[config.mk]
export PLATFORM = sky130hd
export DESIGN_NAME = vp_key_sched
export DESIGN_NICKNAME = d
export VERILOG_FILES = /design/src/rtl/vp_key_sched.sv
export SDC_FILE = /design/constraint.sdc
export NUM_CORES = 1
export LEC_CHECK = 0
export ABC_AREA = 1
export BUFFER_PORTS_ARGS = -buffer_cell sky130_fd_sc_hd__buf_2
export CORE_MARGIN = 10
export CORE_UTILIZATION = 30
export CTS_BUF_LIST = sky130_fd_sc_hd__clkbuf_16
export DETAILED_ROUTE_END_ITERATION = 7
export SETUP_SLACK_MARGIN = 0.5
export SLEW_MARGIN = 5
export SYNTH_ARGS = -nofsm -noshare
export SYNTH_HDL_FRONTEND = slang
export SYNTH_SLANG_ARGS = --single-unit
[constraint.sdc]
create_clock -name clk_i -period 6.2 [get_ports clk_i]
set_input_delay 1.24 -clock clk_i [delete_from_list [all_inputs] [get_ports clk_i]]
set_output_delay 1.24 -clock clk_i [all_outputs]
set_load 0.05 [all_outputs]
[src/rtl/vp_key_sched.sv]
// vp_key_sched: serialises PS/2 key events and gamepad numpad buttons into one
// gap-spaced event stream for vp_keymap. Joystick path compiled in with VP_KEYSCHED_JOY_EN.
module vp_key_sched #(
  parameter int FIFO_DEPTH = 4,
  parameter int GAP_CYCLES = 1024
) (
  input  logic       clk_i,
  input  logic       res_n_i,
  input  logic       ps2_valid_i,
  input  logic [7:0] ps2_ascii_i,
  input  logic       ps2_released_i,
  input  logic [9:0] joy_numpad_i,
  output logic       key_valid_o,
  output logic [7:0] key_ascii_o,
  output logic       key_released_o,
  output logic       busy_o,
  output logic       overflow_o
);
  localparam int PW = $clog2(FIFO_DEPTH);
  localparam int CW = $clog2(FIFO_DEPTH + 1);
  localparam int GW = $clog2(GAP_CYCLES + 1);
  localparam logic [CW-1:0] FIFO_FULL = CW'(FIFO_DEPTH);
  localparam logic [GW-1:0] GAP_LAST  = GW'(GAP_CYCLES - 1);

  typedef enum logic [1:0] {IDLE, ISSUE, GAP} state_t;

  state_t        state;
  logic [GW-1:0] gap_cnt;
  logic          grant_joy;
  logic          rr_joy;

  logic [8:0]    fifo_mem [FIFO_DEPTH];
  logic [PW-1:0] wr_ptr;
  logic [PW-1:0] rd_ptr;
  logic [CW-1:0] fifo_cnt;

  logic          push_req;
  logic          full;
  logic          push;
  logic          pop;
  logic          ps2_pend;
  logic          joy_pend;
  logic [7:0]    joy_ascii;
  logic          joy_rel;

  assign push_req = ps2_valid_i && (ps2_ascii_i != 8'h00);
  assign full     = (fifo_cnt == FIFO_FULL);
  assign pop      = (state == ISSUE) && !grant_joy;
  assign push     = push_req && (!full || pop);
  assign ps2_pend = (fifo_cnt != '0);

  // NOTE: all state uses non-blocking assignments so every flop samples pre-edge values.
  always_ff @(posedge clk_i or negedge res_n_i) begin
    if (!res_n_i) begin
      wr_ptr   <= '0;
      rd_ptr   <= '0;
      fifo_cnt <= '0;
    end else begin
      if (push) wr_ptr <= wr_ptr + PW'(1);
      if (pop)  rd_ptr <= rd_ptr + PW'(1);
      fifo_cnt <= fifo_cnt + CW'(push) - CW'(pop);
    end
  end

  // NOTE: storage has no reset; fifo_cnt alone decides which entries are valid.
  always_ff @(posedge clk_i) begin
    if (push) fifo_mem[wr_ptr] <= {ps2_ascii_i, ps2_released_i};
  end

`ifdef VP_KEYSCHED_JOY_EN
  logic [9:0] joy_q;
  logic [9:0] rise;
  logic [9:0] fall;
  logic [9:0] press_pend;
  logic [9:0] rel_pend;
  logic [9:0] clr_vec;
  logic [3:0] sel_idx;

  assign rise     = joy_numpad_i & ~joy_q;
  assign fall     = ~joy_numpad_i & joy_q;
  assign joy_pend = |(press_pend | rel_pend);

  // Lowest pending key wins; a pending press goes out before its release.
  always_comb begin
    sel_idx = 4'd0;
    joy_rel = 1'b0;
    for (int i = 9; i >= 0; i--) begin
      if (press_pend[i] || rel_pend[i]) begin
        sel_idx = 4'(i);
        joy_rel = !press_pend[i];
      end
    end
  end

  assign joy_ascii = (sel_idx == 4'd9) ? 8'h30 : 8'h31 + {4'b0000, sel_idx};
  assign clr_vec   = (state == ISSUE && grant_joy) ? (10'd1 << sel_idx) : 10'd0;

  // New edges are applied after the issue clear so a fresh edge is never lost.
  always_ff @(posedge clk_i or negedge res_n_i) begin
    if (!res_n_i) begin
      joy_q      <= '0;
      press_pend <= '0;
      rel_pend   <= '0;
    end else begin
      joy_q      <= joy_numpad_i;
      press_pend <= (press_pend & ~(clr_vec & {10{!joy_rel}})) | rise;
      rel_pend   <= (rel_pend & ~(clr_vec & {10{joy_rel}}) & ~rise) | fall;
    end
  end
`else
  logic unused_joy;
  assign unused_joy = ^joy_numpad_i;
  assign joy_pend   = 1'b0;
  assign joy_ascii  = 8'h00;
  assign joy_rel    = 1'b0;
`endif

  assign busy_o = (state != IDLE) || ps2_pend || joy_pend;

  always_ff @(posedge clk_i or negedge res_n_i) begin
    if (!res_n_i) begin
      state          <= IDLE;
      gap_cnt        <= '0;
      grant_joy      <= 1'b0;
      rr_joy         <= 1'b0;
      key_valid_o    <= 1'b0;
      key_ascii_o    <= 8'h00;
      key_released_o <= 1'b0;
      overflow_o     <= 1'b0;
    end else begin
      key_valid_o <= 1'b0;
      if (push_req && full && !pop) overflow_o <= 1'b1;

      case (state)
        IDLE: begin
          // The round-robin pointer only moves when both sources contend.
          if (ps2_pend && joy_pend) begin
            grant_joy <= rr_joy;
            rr_joy    <= !rr_joy;
            state     <= ISSUE;
          end else if (ps2_pend || joy_pend) begin
            grant_joy <= joy_pend;
            state     <= ISSUE;
          end
        end
        ISSUE: begin
          key_valid_o <= 1'b1;
          if (grant_joy) begin
            key_ascii_o    <= joy_ascii;
            key_released_o <= joy_rel;
          end else begin
            {key_ascii_o, key_released_o} <= fifo_mem[rd_ptr];
          end
          gap_cnt <= '0;
          state   <= GAP;
        end
        GAP: begin
          if (gap_cnt == GAP_LAST) state <= IDLE;
          else gap_cnt <= gap_cnt + GW'(1);
        end
        default: state <= IDLE;
      endcase
    end
  end

endmodule
==> impl_metrics.json, run 1 <==
{
  "crit_top_cell": "ha_1",
  "synthTopCellsByArea": "edfxtp_1 (36%), dfrtp_1 (26%), nor2_1 (9.0%)",
  "ys_seq_elements": 67,
  "numCtsBuffers": 9,
  "root_buffer": "clkbuf_16",
  "syn_area_um2": 2990,
  "cp-start-kind": "input pin",
  "rsz0062_at_grt": "no",
  "cts_resized": 0,
  "ys_types": 27,
  "die-width_um": 120,
  "postPlaceCellArea_um2": 3230,
  "slowest_stage": "fa_1",
  "cts_tree": "built",
  "drv_slew": 0,
  "cts_sinks": 67,
  "start_util": 0.308,
  "synthCells": 290,
  "syn-num-nets": 320,
  "worstMarginPinSlew_ns": 0.960,
  "syn2layout_area_growth_pct": 18.4,
  "wl_per_cell_um": 13.3,
  "die_h_um": 120,
  "h-tree-depth": 3,
  "cp_cell_sequence": "buf_2 > nor2_1 > nand4_1 > nand3_1 > ha_1 > inv_1 > ha_1 > fa_1 > xnor2_1 > xor2_1",
  "grt_pass1_wl_um": 10200,
  "num-nets-final": 346,
  "drtIter0Drc": 89,
  "vias_per_cell": 4.47,
  "finalCritPeriodShare": 0.466,
  "hold_class": "flop to flop",
  "avgSynthCellArea_um2": 10.3,
  "grt_usage": 0.0891,
  "timing.fmax_mhz": 346,
  "core_area_um2": 9730,
  "ir_drop_uv": 152,
  "fp.dieArea_um2": 14400,
  "synth_warnings": 0,
  "synth_seq_area_share": 0.620,
  "grt_antenna_before_repair": 0,
  "setup-tns-final_ns": 0,
  "grt_max_degree": 32,
  "wirelength_um": 6040,
  "grt_pass1_vias": 1998,
  "grt.overflow.total": 0,
  "clock_skew_ns": 0.00557,
  "setup_viol": 0,
  "hold_violations": 0,
  "portBuffers": 23,
  "period_needed_ns": 2.89,
  "required_ns": 6.45,
  "crit_buf_inv": 2,
  "critPathMaxStageDelay_ns": 0.38,
  "status": "finished clean",
  "ios": 34,
  "final_cell_area_um2": 3540,
  "p_leak_uw": 0.00146,
  "dp_hpwl_um": 3880,
  "synth_top_cell_area_share": 0.361,
  "maxCapViolations": 0,
  "arrival_ns": 3.13,
  "power_density_nw_per_um2": 356,
  "dp_cells": 438,
  "clk_path_buf_depth": 2,
  "fp-row-count": 36,
  "drtPass1Iterations": 4,
  "place_congestion": 0.774,
  "layout_commonest_cell": "nor2_1",
  "postRouteAntennaNets": 0,
  "crit_fanout": 7,
  "drcViolationCount": 0,
  "final_cell_mix": "nor2_1 (72), nand2_1 (39), edfxtp_1 (36), dfrtp_1 (31), buf_2 (23)",
  "diodes": 0,
  "critPathCaptureType": "flop",
  "relSlewSlack": 0.357,
  "clkSlewWorstSetupHoldPaths_ns": 0.05,
  "r2r_slack_ns": 3.66,
  "cts-hold-fix-buffers": 0,
  "drive_above_1_share": 0.178,
  "clock_latency_ns": 0.33,
  "path_class": "input pin to flop",
  "instances_no_fill": 453,
  "synth_top_area_cell": "edfxtp_1",
  "postCtsSetupRepairBufs": 0,
  "vias": 2024,
  "cp_top_family": "adder cells"
}
[cell type report]
| cell class | count | area (um^2) |
|---|---|---|
| flip-flops and latches | 67 | 1860 |
| clock inverters | 6 | 91.3 |
| repair buffers | 24 | 123 |
| fillers | 1011 | 6190 |
| inverters | 21 | 78.8 |
| well taps | 133 | 166 |
| clock buffers | 9 | 225 |
| multi-input cells | 193 | 1000 |
[final timing paths]
path,start,endpoint,cells past startpoint
setup reg to reg,state[1],fifo_cnt[2],11
setup / recovery,ps2_ascii_i[1],fifo_cnt[2],10
hold / removal,overflow_o,overflow_o,1
hold reg to reg,overflow_o,overflow_o,1
max in group asynchronous,res_n_i,state[0],1
min in group asynchronous,res_n_i,key_valid_o,1
[worst reg2reg max path: stages (launching register included)]
cell	delay [ns]
dfrtp_1	0.37
inv_1	0.08
nand2_1	0.05
buf_4	0.24
nand3_1	0.18
nand3_1	0.24
ha_1	0.36
inv_1	0.04
ha_1	0.18
fa_1	0.38
xnor2_1	0.17
xor2_1	0.16
[stage by stage]
step | hold WS, ns | setup WS (ns) | utilization | total power [uW]
CTS | 0.503 | 3.27 | 0.364 | 1280
finish | 0.482 | 3.31 | 0.364 | 1260
global placement | 0.461 | 3.00 | 0.332 | 731
detailed placement | 0.475 | 2.96 | 0.332 | 737
floorplan | 0.464 | 3.33 | - | 683
global route | 0.526 | 3.10 | 0.364 | 1320
[metal layers]
metal | GRT usage | up-vias | share of wire
met5 | 0 | - | 0
met4 | 0.0445 | 0 | 0.016
met3 | 0.0277 | 10 | 0.042
met2 | 0.135 | 32 | 0.47
met1 | 0.113 | 969 | 0.47
li1 | - | 1013 | -
[cell usage after synthesis (all sizes together)]
master and instances:
clkbuf 3, inv 21, a21boi 1, ha 7
nand3b 1, xnor2 1, dfrtp 31, nand3 24
nand4 7, edfxtp 36, or2 1, nor2 75
xor2 2, o21ai 20, a21oi 9, buf 6
fa 1, o21bai 2, nand2 42
[report_power, final]
part / leakage (uW) / internal (uW) / switching (uW)
Sequential: 0.000693 / 546 / 26.5
Clock: 0.000144 / 350 / 185
Combinational: 0.000625 / 44.5 / 108
Total: 0.00146 / 940 / 320
[state kept, by name (all words and copies together) (netlist names)]
signal          count
fifo_cnt            3
key_ascii_o         8
gap_cnt            11
rd_ptr              2
state               2
wr_ptr              2
key_released_o      1
fifo_mem           36
key_valid_o         1
overflow_o          1
[cells by family after synthesis]
logic type,share of synthesized area
buffers and inverters,0.0452
XOR/XNOR,0.00878
AO/OA/AOI/OAI,0.0560
flip-flops,0.620
adder cells (fa/ha/maj),0.0360
AND/OR/NAND/NOR,0.234
(Power assumes the default switching activity.)
==> inputs of run 2 (changes only) <==
==> constraint.sdc (replaced) <==
create_clock -name clk_i -period 2.9 [get_ports clk_i]
set_input_delay 0.58 -clock clk_i [delete_from_list [all_inputs] [get_ports clk_i]]
set_output_delay 0.58 -clock clk_i [all_outputs]
set_load 0.05 [all_outputs]
==> run 2 against run 1 <==
Wire length fell by 1.4%; hold slack got worse by 0.17 ns; clock power rose by 77%; sequential share of layout area barely moved; setup slack got worse by 2.6 ns; final area barely moved; core utilization barely moved; largest power group unchanged; global-route usage fell by 0.051 points; critical endpoint unchanged; first-iteration DRC count rose by 10%; combinational power rose by 130%.
==> impl_metrics.json, run 2 (synthesis results as in run 1) <==
{
  "power.total_uw": 2510,
  "ios": 34,
  "wirelength_um": 5960,
  "die_h_um": 120,
  "timing.fmax_mhz": 457,
  "final_cell_mix": "nor2_1 (72), nand2_1 (39), edfxtp_1 (36), dfrtp_1 (31), buf_2 (23)",
  "layout_commonest_cell": "nor2_1",
  "clock_latency_ns": 0.33,
  "reg2reg_to": "fifo_cnt[2]",
  "grt_usage": 0.0886,
  "num-nets-final": 352,
  "p_leak_uw": 0.00149,
  "cts_sinks": 67,
  "cp_cell_sequence": "nand2_1 > buf_4 > inv_1 > ha_1 > inv_1 > ha_1 > fa_1 > xnor2_1 > xor2_1",
  "drv_slew": 0,
  "syn2layout_area_growth_pct": 18.3,
  "worstMarginPinSlew_ns": 0.743,
  "cp-start-kind": "flop",
  "wl_per_cell_um": 13.0,
  "period_needed_ns": 2.19,
  "r2r_slack_ns": 0.71,
  "r2r_start": "state[0]",
  "fp.dieArea_um2": 14400,
  "relSlewSlack": 0.505,
  "diodes": 0,
  "crit_fanout": 23,
  "root_buffer": "clkbuf_16",
  "cp-startpoint": "state[0]",
  "place_congestion": 0.785,
  "grt.overflow.total": 0,
  "postRouteAntennaNets": 0,
  "crit_buf_inv": 3,
  "drive_above_1_share": 0.193,
  "drcViolationCount": 0,
  "maxCapViolations": 0,
  "core_area_um2": 9730,
  "die-width_um": 120,
  "worstRegToRegCells": 9,
  "cp_top_family": "adder cells",
  "critPathCaptureType": "flop",
  "drtPass1Iterations": 4,
  "grt_pass1_wl_um": 10200,
  "required_ns": 3.10,
  "setup-tns-final_ns": 0,
  "slowest_stage": "dfrtp_1",
  "arrival_ns": 2.39,
  "regMostFlops": "fifo_mem",
  "hold_class": "input pin to asynchronous set/reset pin",
  "critPathMaxStageDelay_ns": 0.39,
  "status": "finished clean",
  "drtIter0Drc": 98,
  "path_class": "flop to flop",
  "start_util": 0.308,
  "power_density_nw_per_um2": 710,
  "grt_max_degree": 32,
  "biggestRegsByFlops": "fifo_mem x36, gap_cnt x11, key_ascii_o x8",
  "h-tree-depth": 3,
  "fp-row-count": 36,
  "setup_viol": 0,
  "vias": 2039,
  "grt_pass1_vias": 2027,
  "numCtsBuffers": 9,
  "clock_skew_ns": 0.00806,
  "cts_tree": "built",
  "finalCritPeriodShare": 0.755,
  "hold_violations": 0,
  "cts-hold-fix-buffers": 0,
  "largest_reg_flops": 36,
  "clk_path_buf_depth": 2,
  "rsz0062_at_grt": "no",
  "clkSlewWorstSetupHoldPaths_ns": 0.05,
  "grt_antenna_before_repair": 0,
  "ir_drop_uv": 390,
  "portBuffers": 23,
  "dp_hpwl_um": 3880,
  "vias_per_cell": 4.43
}
==> run 2: changes by cell type in the layout (fill, tap and decap cells not counted), sizes merged <==
cell,previous run,this run
buf,24,30
clkinv,1,4
bufinv,2,0
clkinvlp,3,1
inv,21,23
==> run 2: layer usage <==
layer | global-route usage | vias to the layer above | wire length (um)
met5 | 0 | - | 0
met4 | 0.0505 | 0 | 150
met3 | 0.0267 | 12 | 183
met2 | 0.126 | 23 | 2720
met1 | 0.117 | 980 | 2910
li1 | - | 1024 | -
==> run 2: how the worst max path moves through the flow <==
stage                   to  slack (ns)  depth (start not counted)
4_1_cts        fifo_cnt[2]        0.61                         10
5_1_grt        fifo_cnt[2]        0.50                         10
3_5_place_dp   fifo_cnt[2]        0.29                         10
3_3_place_gp   fifo_cnt[2]        0.32                         10
6_report       fifo_cnt[2]        0.71                          9
2_1_floorplan  fifo_cnt[2]        0.69                          9
==> run 2: power by group <==
group	switching (uW)	leakage, uW	internal (uW)
logic	230	0.000659	115
registers	55.3	0.000693	1160
clock network	381	0.000138	567
total	666	0.00149	1850
==> run 2: what timing repair did <==
action,CTS,global route
setup buffers,0,0
setup endpoints to repair,0,1
resized for setup,0,1
==> run 2: metrics by stage <==
stage          hold WS, ns  area, um^2  cells  utilization  setup slack, ns
3_5_place_dp         0.464        3270    444        0.336            0.285
4_1_cts              0.354        3530    460        0.363            0.609
5_1_grt              0.385        3540    460        0.364            0.497
6_report             0.317        3540    460        0.364            0.710
3_3_place_gp         0.457        3270    444        0.336            0.321
2_1_floorplan        0.284        2990    290            -            0.686
==> run 2: area by class of cell <==
cell class | instances | area, um^2
sequential | 67 | 1860
inverter | 21 | 78.8
fill | 991 | 6190
timing repair buffer | 30 | 168
clock inverter | 7 | 38.8
multi-input combinational | 193 | 1010
tap | 133 | 166
clock buffer | 9 | 225
==> run 2: worst register-to-register path: cells and delay by family (launching register included) <==
family,cells,cell delay (ns)
AND/OR/NAND/NOR,1,0.09
buffers and inverters,3,0.47
adder cells (fa/ha/maj),3,0.83
flip-flops,1,0.39
XOR/XNOR,2,0.28
==> inputs of run 3 (changes only) <==
--- a/config.mk
+++ b/config.mk
@@ -5,7 +5,7 @@
 export SDC_FILE = /design/constraint.sdc
 export NUM_CORES = 1
 export LEC_CHECK = 0
-export ABC_AREA = 1
+export ABC_AREA = 0
 export BUFFER_PORTS_ARGS = -buffer_cell sky130_fd_sc_hd__buf_2
 export CORE_MARGIN = 10
 export CORE_UTILIZATION = 30
==> constraint.sdc (replaced) <==
create_clock -name clk_i -period 2.15 [get_ports clk_i]
set_input_delay 0.43 -clock clk_i [delete_from_list [all_inputs] [get_ports clk_i]]
set_output_delay 0.43 -clock clk_i [all_outputs]
set_load 0.05 [all_outputs]
==> run 3 against run 2 <==
Via count down 14%; register-to-register slack worse by 0.58 ns; maximum frequency up 8.4%; critical path type unchanged; flip-flop and latch count unchanged; largest power group unchanged.
==> impl_metrics.json, run 3 <==
{
  "grt_pass1_vias": 1711,
  "p_leak_uw": 0.00146,
  "met2_usage": 0.128,
  "dp_hpwl_um": 3700,
  "synthTopCellsByArea": "edfxtp_1 (37%), dfrtp_1 (27%), mux4_2 (7.0%)",
  "cts_tree": "built",
  "drv_slew": 0,
  "layout_commonest_cell": "nand2_1",
  "drcViolationCount": 0,
  "grt_usage": 0.0816,
  "power.total_uw": 3610,
  "avgSynthCellArea_um2": 13.8,
  "portBuffers": 23,
  "worstMarginPinSlew_ns": 0.730,
  "hold_violations": 0,
  "synth_seq_area_share": 0.642,
  "clock_skew_ns": 0.00683,
  "synthCells": 210,
  "synth_top_area_cell": "edfxtp_1",
  "drive_above_1_share": 0.358,
  "crit_fanout": 2,
  "ir_drop_uv": 468,
  "grt_pass1_wl_um": 9030,
  "met3_usage": 0.0262,
  "syn_area_um2": 2890,
  "synth_warnings": 0,
  "timing.fmax_mhz": 495,
  "drtPass1Iterations": 4,
  "path_class": "flop to flop",
  "largest_reg_flops": 36,
  "wirelength_um": 5600,
  "synth_edf_count": 36,
  "power_density_nw_per_um2": 992,
  "ys_types": 46,
  "die_h_um": 118,
  "reg2reg_to": "fifo_cnt[2]",
  "grt_max_degree": 32,
  "regMostFlops": "fifo_mem",
  "arrival_ns": 2.23,
  "ys_seq_elements": 67,
  "wl_per_cell_um": 14.6,
  "cp-start-kind": "flop",
  "fin_ws_ns": 0.130,
  "clkSlewWorstSetupHoldPaths_ns": 0.06,
  "core_area_um2": 9330,
  "synth_top_cell_area_share": 0.374,
  "worstRegToRegCells": 10,
  "gr-usage-met1": 0.0982,
  "vias": 1759,
  "h-tree-depth": 3,
  "syn-num-nets": 240,
  "grt.busiest_layer": "met2",
  "period_needed_ns": 2.02,
  "clk_path_buf_depth": 2,
  "r2r_slack_ns": 0.13,
  "critPathCaptureType": "flop",
  "postRouteAntennaNets": 0,
  "syn2layout_area_growth_pct": 25.7,
  "hold_class": "input pin to asynchronous set/reset pin",
  "relSlewSlack": 0.513,
  "maxCapViolations": 0,
  "cts-hold-fix-buffers": 0,
  "pre_cts_ws_ns": -0.177,
  "biggestRegsByFlops": "fifo_mem x36, gap_cnt x11, key_ascii_o x8",
  "synth_flop_cell": "edfxtp_1",
  "vias_per_cell": 4.59,
  "fp.dieArea_um2": 14000,
  "setup_viol": 0,
  "numCtsBuffers": 9,
  "async_reset_ff_frac": 0.463,
  "status": "finished clean",
  "r2r_start": "state[1]",
  "place_congestion": 0.716,
  "final_cell_mix": "nand2_1 (39), edfxtp_1 (36), dfrtp_1 (31), buf_2 (23), buf_4 (16)",
  "drtIter0Drc": 88,
  "die-width_um": 118,
  "required_ns": 2.36,
  "fin_util": 0.390,
  "clock_latency_ns": 0.33,
  "start_util": 0.310,
  "ios": 34,
  "root_buffer": "clkbuf_16",
  "grt.overflow.total": 0,
  "grt_antenna_before_repair": 0,
  "diodes": 0,
  "rsz0062_at_grt": "yes",
  "fp-row-count": 35,
  "num-nets-final": 279,
  "cts_sinks": 67,
  "yosysMostFrequentCell": "nand2_1",
  "finalCritPeriodShare": 0.939,
  "synth_common_cells": "nand2_1 (39), edfxtp_1 (36), dfrtp_1 (31)"
}
## run 3: cell types whose count changed after synthesis, moves of 6 or more
cell     before  now
a31oi_1       0    6
nand3_2       8    0
inv_1        19    7
nor2_1       72    3
o21ai_0      20    2
nand3_1      15    4
nand4_1       7    1
mux4_2        0    9
## run 3: cells by family after synthesis
group	after synthesis	synth area share
simple gates	71	0.127
flops	67	0.642
compound gates	31	0.0752
buf+inv	19	0.0342
mux	9	0.0700
fa+ha+maj	8	0.0372
xor+xnor	5	0.0151
## run 3: through the flow
| step | hold WS [ns] | area, um^2 | TNS [ns] | cells |
|---|---|---|---|---|
| after CTS | 0.194 | 3600 | 0 | 382 |
| after global placement | 0.455 | 3250 | -0.151 | 365 |
| final | 0.161 | 3640 | 0 | 383 |
| after global routing | 0.240 | 3640 | 0 | 383 |
| after detailed placement | 0.458 | 3250 | -0.261 | 365 |
| after floorplan | 0.134 | 2930 | 0 | 210 |
## run 3: layer usage
layer | vias up | share of wire
li1 | 856 | -
met1 | 861 | 0.45
met2 | 34 | 0.50
met3 | 8 | 0.042
met4 | 0 | 0.014
met5 | - | 0
## run 3: area by class of cell
class | instances | area (um^2)
clock buffer | 9 | 225
clock inverter | 7 | 70.1
sequential | 67 | 1860
inverter | 7 | 26.3
tap | 129 | 161
timing repair buffer | 40 | 246
multi-input combinational | 124 | 1050
fill | 868 | 5690
## run 3: worst max-delay path, cell delays in order (launching register included)
cell and delay [ns]:
dfrtp_1 0.38, nand2b_4 0.16, nand3_4 0.08, and3_4 0.18, inv_2 0.04, ha_4 0.25
inv_2 0.04, ha_4 0.14, fa_2 0.35, xnor2_2 0.15, xnor2_1 0.13
## run 3: power by group
part / internal, uW / switching [uW]
sequential: 1570 / 85.5
clock: 893 / 524
combinational: 239 / 300
## run 3: how the worst max path moves through the flow
stage / cells past startpoint / endpoint / startpoint / slack (ns)
finish: 10 / fifo_cnt[2] / state[1] / 0.13
global route: 10 / fifo_cnt[2] / state[1] / 0.06
CTS: 10 / fifo_cnt[2] / state[1] / 0.08
detailed placement: 11 / fifo_cnt[2] / ps2_ascii_i[7] / -0.18
global placement: 11 / fifo_cnt[2] / ps2_ascii_i[7] / -0.1
floorplan: 11 / fifo_cnt[2] / ps2_ascii_i[7] / 0.03
## run 3: repair_timing
| action | CTS | global route |
|---|---|---|
| resized for setup | 14 | 5 |
| gates cloned | 0 | 0 |
| setup endpoints to repair | 42 | 17 |
| pin swaps | 5 | 4 |
| setup buffers | 1 | 1 |
